`src/rtl/timer_arbiter.sv`:
```
// Round-robin arbiter that lends one shared N-bit interval counter to R requesters.
// A granted requester is timed up to its latched ceiling and then receives a one-cycle done pulse.
module timer_arbiter #(
    parameter int N = 8,
    parameter int R = 4
) (
    input  logic           clk,
    input  logic           n_reset,
    input  logic [R-1:0]   req,
    input  logic [R*N-1:0] ceiling,
    input  logic           abort,
    output logic [R-1:0]   gnt,
    output logic [R-1:0]   done,
    output logic           busy,
    output logic [N-1:0]   count
);

    localparam int IW = (R > 1) ? $clog2(R) : 1;

    typedef enum logic [1:0] {
        IDLE   = 2'd0,
        COUNT  = 2'd1,
        FINISH = 2'd2
    } state_t;

    state_t        state_reg;
    logic [IW-1:0] ptr_reg;
    logic [IW-1:0] idx_reg;
    logic [N-1:0]  ceil_reg;
    logic [N-1:0]  count_reg;
    logic [R-1:0]  gnt_reg;
    logic [R-1:0]  done_reg;
    logic          hold_reg;   // forces one idle cycle after every interval ends

    logic [N-1:0]  ceil_slice [R];
    logic          found;
    logic [IW-1:0] win;
    logic [IW-1:0] idx_inc;

    generate
        for (genvar gi = 0; gi < R; gi++) begin : g_slice
            assign ceil_slice[gi] = ceiling[gi*N +: N];
        end
    endgenerate

    // First requesting index at or above ptr, wrapping past R-1 back to 0.
    always_comb begin : p_pick
        int            j;
        logic [IW-1:0] jx;
        found = 1'b0;
        win   = '0;
        j     = 0;
        jx    = '0;
        for (int k = 0; k < R; k++) begin
            j = int'(ptr_reg) + k;
            if (j >= R) begin
                j = j - R;
            end
            jx = IW'(j);
            if (!found && req[jx]) begin
                found = 1'b1;
                win   = jx;
            end
        end
    end

    assign idx_inc = (idx_reg == IW'(R - 1)) ? '0 : idx_reg + IW'(1);

    always_ff @(posedge clk or negedge n_reset) begin
        if (!n_reset) begin
            state_reg <= IDLE;
            ptr_reg   <= '0;
            idx_reg   <= '0;
            ceil_reg  <= '0;
            count_reg <= '0;
            gnt_reg   <= '0;
            done_reg  <= '0;
            hold_reg  <= 1'b0;
        end else begin
            case (state_reg)
                IDLE: begin
                    done_reg <= '0;
                    if (hold_reg) begin
                        hold_reg <= 1'b0;
                    end else if (!abort && found) begin
                        idx_reg   <= win;
                        ceil_reg  <= ceil_slice[win];
                        count_reg <= '0;
                        gnt_reg   <= R'(1) << win;
                        state_reg <= COUNT;
                    end
                end
                COUNT: begin
                    if (abort || !req[idx_reg]) begin
                        state_reg <= IDLE;
                        gnt_reg   <= '0;
                        count_reg <= '0;
                        ptr_reg   <= idx_inc;
                        hold_reg  <= 1'b1;
                    end else if (count_reg == ceil_reg) begin
                        state_reg <= FINISH;
                        done_reg  <= gnt_reg;
                    end else begin
                        count_reg <= count_reg + N'(1);
                    end
                end
                FINISH: begin
                    state_reg <= IDLE;
                    gnt_reg   <= '0;
                    done_reg  <= '0;
                    count_reg <= '0;
                    ptr_reg   <= idx_inc;
                    hold_reg  <= 1'b1;
                end
                default: begin
                    state_reg <= IDLE;
                    gnt_reg   <= '0;
                    done_reg  <= '0;
                    count_reg <= '0;
                end
            endcase
        end
    end

    // An abort arriving during FINISH must still suppress the pulse, so it gates the output directly.
    assign done  = done_reg & ~{R{abort}};
    assign gnt   = gnt_reg;
    assign busy  = (state_reg != IDLE);
    assign count = count_reg;

endmodule

```
`config.mk`:
```
export PLATFORM = sky130hd
export DESIGN_NAME = timer_arbiter
export DESIGN_NICKNAME = d
export VERILOG_FILES = /design/src/rtl/timer_arbiter.sv
export SDC_FILE = /design/constraint.sdc
export NUM_CORES = 1
export LEC_CHECK = 0
export ABC_AREA = 1
export CAP_MARGIN = 15
export CORE_MARGIN = 4
export CORE_UTILIZATION = 55
export CTS_BUF_LIST = sky130_fd_sc_hd__clkbuf_8
export CTS_CLUSTER_SIZE = 40
export DETAILED_ROUTE_END_ITERATION = 8
export DONT_BUFFER_PORTS = 1
export GPL_ROUTABILITY_DRIVEN = 1
export PLACE_DENSITY_LB_ADDON = 0.2
export SETUP_SLACK_MARGIN = 0.1
export SLEW_MARGIN = 20
export SYNTH_ARGS = -nofsm -noshare
export SYNTH_HDL_FRONTEND = slang
export SYNTH_SLANG_ARGS = --single-unit
```
`constraint.sdc`:
```
create_clock -name clk -period 2.9 [get_ports clk]
set_input_delay 0.725 -clock clk [delete_from_list [all_inputs] [get_ports clk]]
set_output_delay 0.725 -clock clk [all_outputs]
set_load 0.02 [all_outputs]
```
Yosys cells after proc, flatten, opt, wreduce, memory -nomap -nowiden
Index checks and enable logic that the tools add are counted.

storage, ports and cells
  bits in registers = 31
  output and inout bits = 17
  word-level logic and storage cells = 111

operators by class
  equality and inequality tests = 11
  mux-type cells = 47
  add/subtract/negate cells = 9
  reduce and logical (&&, ||, !) cells = 21
  order comparisons = 10
  bitwise logic cells = 4
  shift-type cells = 1

operators with widths
  cell                                                                          count
  8-bit 2-to-1 mux                                                              6
  2-bit 2-to-1 mux                                                              14
  4-bit 2-to-1 mux                                                              6
  8-bit binary-select mux with 2-bit select                                     1
  8-bit case mux with 2 select lines                                            1
  2-bit by 3-bit less-than comparator with 1-bit output, second input constant  5
  3-bit greater-or-equal comparator, second input constant                      4
  3-bit AND reduction                                                           4
  1-bit binary-select mux with 2-bit select                                     5
  1-bit 2-to-1 mux                                                              10
  2-bit inequality test, second input constant                                  5
  8-bit by 1-bit adder with 8-bit output, second input constant                 1
  8-bit equality test                                                           1
  2-bit case mux with 2 select lines                                            2
  4-bit case mux with 2 select lines                                            1
  2-bit by 1-bit subtractor with 2-bit output, second input constant            4
  2-bit by 2-bit adder with 3-bit output, second input constant                 2
  3-bit inequality test, second input constant                                  2
  2-bit AND reduction                                                           3
  1-bit logical NOT                                                             5
  4-bit bitwise AND                                                             1
  2-bit equality test, second input constant                                    2
  1-bit logical AND                                                             4
  4-bit NOT                                                                     1
  12 further kinds                                                              13

Depth between registers and ports, before layout
  word-level depth = 18
  depth in mapped cells = 16

Worst setup path before layout
No wires, ideal clock.

  path type = input port to flip-flop
  start point = in req[3]
  end point = reg ceil_reg[0]
  stages = 15
  slack = 954 ps
  data required time = 2784 ps
  library setup time = 116 ps
  arrival = 1830 ps
  path through = inv_1 > nand2_2 > nand3_1 > nand2_2 > nor2_4 > nand3_2 > nand2_4 > nand2_2 > buf_6 > nand2_1 > nand2_1 > nand2_1 > nand2_1 > nand2_1 > nand2_1

on the way
  longest elaborated chain between the ends = 16
  elaborated cells on any way between the ends = 28

ends and longest elaborated chain
  item                                                  RTL line  RTL
  start: declaration                                    9         input logic [R-1:0] req,
  1-bit binary-select mux with 2-bit select             60        if (!found && req[jx]) begin
  1-bit 2-to-1 mux (not written as such)                60
  1-bit 2-to-1 mux                                      60
  1-bit logical NOT                                     60
  1-bit logical AND                                     60
  1-bit 2-to-1 mux                                      60
  1-bit logical NOT                                     60
  1-bit logical AND                                     60
  1-bit 2-to-1 mux                                      60
  1-bit logical NOT                                     60
  1-bit logical AND                                     60
  2-bit 2-to-1 mux                                      60
  2-bit NOT with 3-bit output (not written as such)     87        ceil_reg <= ceil_slice[win];
  8-bit binary-select mux with 2-bit select             87
  8-bit 2-to-1 mux (not written as such) (2 in series)  87
  end signal: assignment                                87
  end: declaration                                      29        logic [N-1:0] ceil_reg;

Several ways; a longest one is shown, not always the timed one. The select of a mux whose other input is x is not followed.
A chain may end at the register's enable or synchronous reset.

Worst setup path after layout
  start point = reg ptr_reg[0]
  end point = reg ceil_reg[1]

on the way
  longest elaborated chain between the ends = 18
  elaborated cells on any way between the ends = 43

ends and longest elaborated chain
  item                                                                             RTL line  RTL
  start: declaration                                                               27        logic [IW-1:0] ptr_reg;
  start signal: assignment                                                         98        ptr_reg <= idx_inc;
  start signal: assignment                                                         112       ptr_reg <= idx_inc;
  branches (longest 18 deep; another with 2-bit by 1-bit adder with 3-bit output)  -

Parallel ways; which one is timed is not known. The select of a mux whose other input is x is not followed.

==> results.ini <==
[routing]
wl_per_cell_um = 12.8
via_count = 2075
drtIter0Drc = 121
dr.pass1.iters = 4
drc = 0
ant_nets = 0
viasPerCell = 5.40
totalWireLength_mm = 4.92

[critical_path]
crit_fanout = 13
ff2ff_setup_slack_ns = 0.54
critPathKind = reg2reg
r2r-end = ceil_reg[1]
critPathCaptureType = flip-flop
required_ns = 3.07
startpoint_type = flip-flop
r2r_cells = 15
r2r_start = ptr_reg[0]
cp_data_arrival_time_ns = 2.52

[placement]
place_area_um2 = 2210
place.gp.congestion = 0.823
dp_slack_ns = 0.446
io_buffers = 0
dp_hpwl_mm = 3.85

[flow_run]
cap_violations = 0

[synthesis]
syn_area_per_cell_um2 = 6.60
synth_top_area_share_pct = 35.1
ys_seq_elements = 31
synthArstFlopShare_pct = 100
ys_types = 32
synth.cells.most_frequent = nand2_1 (151), dfrtp_1 (31), nand3_1 (29)
synth_edf_count = 0
synth_most_common_cell = nand2_1
yosysSeqAreaShare_pct = 35.1
yosysWarnings = 0
postSynthCellCount = 335
synth_top_cell_by_area = dfrtp_1
synth_area_um2 = 2210
synth-main-ff-cell = dfrtp_1
syn-num-nets = 379
ys_top_cells_by_area = dfrtp_1 (35%), nand2_1 (26%), nand3_1 (6.6%), inv_1 (4.8%), ha_1 (2.8%)

[clock_tree]
cts-hold-fix-buffers = 0
cts_max_level = 2
clkLatencyLatePin_ns = 0.28
cts_resized = 0
cts-root-buf = clkbuf_8
clk_pin_slew_ns = 0.06
cts_tree = built
clock-sinks = 31
clock_path_buffers = 2
cts_buffers = 5
post_cts_buffers = 0

[global_routing]
grt_max_degree = 32
grt_pass1_vias = 2014
grt_pass1_wl_mm = 8.96
antenna_found_initial = 0
grt_remaining_overflow = 0
grt_usage_pct = 21.6

[final_layout]
diodes = 0
finalInstanceArea_um2 = 2300
final_nets = 379
syn_to_final_growth_pct = 3.85
drive_gt1_share_pct = 8.33

[sta]
setup_ws_ns = 0.542
slew_headroom_pct = 44.1
slew_viol_final = 0
fin_setup_tns_ns = 0
rsz0062_at_grt = false
hold_viol_final = 0
max_freq_mhz = 424
finalCritPeriodShare_pct = 81.3
tightest_slew_ns = 0.835
fin_skew_ns = 0.00708
setup_violations = 0
finalCriticalPeriod_ns = 2.36

[run_status]
outcome = finished clean

[floorplanning]
start_util_pct = 58.6
core.rowCount = 22
die_w_um = 71.4
ios = 56
coreArea_um2 = 3770
fp.dieArea_um2 = 5100
die_h_um = 71.4

[pwr]
power.density_nw_per_um2 = 1160
total_power_uw = 2670
p_leak_uw = 0.00123
peakVddDrop_mv = 0.633

[hold_path]
min_path_type = in2async

[cell usage in the layout, fill, tap and decap left out, types with 2 or more instances in the layout]
master    netlist  final
buf_4           1      2
clkbuf_8        0      5
inv_1          28     30
ha_1            5      5
nand4_1         3      3
nor2_1         11     11
nand2_1       151    151
nand3_1        29     29
a21oi_1         5      5
inv_2           3      3
nand2_2         6      6
or2_2           5      5
xor2_1          7      7
o21ai_1         7      7
dfrtp_1        31     31
o31ai_1         3      3
nand3_2         2      2
nor3_1          7      7
o21ai_0        12     12
[cells by family after synthesis]
kind of cell             synth area share [%]
AND/OR/NAND/NOR                          42.1
buffers and inverters                    8.66
AO/OA/AOI/OAI                            8.15
flip-flops                               35.1
XOR/XNOR                                 3.17
adder cells (fa/ha/maj)                  2.83
[metrics by stage]
stage	hold WS, ns	utilization, %	cells
6_report	0.134	60.9	384
5_1_grt	0.112	60.9	384
4_1_cts	0.122	60.9	384
3_5_place_dp	0.430	58.7	376
3_3_place_gp	0.430	58.7	376
2_1_floorplan	0.429	-	335
[power breakdown]
group | total, uW | internal (uW) | switching (uW)
Clock | 315 | 161 | 154
Sequential | 728 | 559 | 169
Combinational | 1620 | 523 | 1100
[worst max-delay path, stage by stage, from the launching register on]
cell and delay, ns:
dfrtp_1 0.60, inv_2 0.15, nand2_1 0.10, nand2_2 0.10, nand2_1 0.07, nand2_1 0.07
nor2_1 0.16, nand2_1 0.07, nand3_1 0.06, inv_1 0.05, nand2_2 0.20, clkinv_1 0.28
nand2_1 0.14, nand2_1 0.07, nand2_1 0.06, nand2_1 0.05
[per-layer routing]
layer / vias up / global-route usage (%) / wire (um) / share of wire (%)
met4: 0 / 5.85 / 59 / 1.2
met1: 962 / 27.9 / 2200 / 45
met2: 54 / 35.4 / 2350 / 48
met5: - / 0 / 0 / 0
met3: 6 / 6.31 / 313 / 6.4
li1: 1053 / - / - / -
[area by class of cell]
cell class | instances | area, um2
clock buffer | 5 | 68.8
clock inverter | 3 | 12.5
fill | 377 | 1480
inverter | 32 | 120
multi-input combinational | 263 | 1240
sequential | 31 | 776
tap | 48 | 60.1
timing repair buffer | 2 | 15.0
[worst max path at each step]
stage	from	end	slack, ns	depth (start not counted)
2_1_floorplan	req[3]	ceil_reg[0]	0.95	15
3_3_place_gp	req[3]	count[2]	0.53	10
3_5_place_dp	req[3]	count[2]	0.45	10
4_1_cts	ptr_reg[0]	ceil_reg[1]	0.56	15
5_1_grt	ptr_reg[0]	count[4]	0.20	11
6_report	ptr_reg[0]	ceil_reg[1]	0.54	15
(Power assumes the default switching activity.)
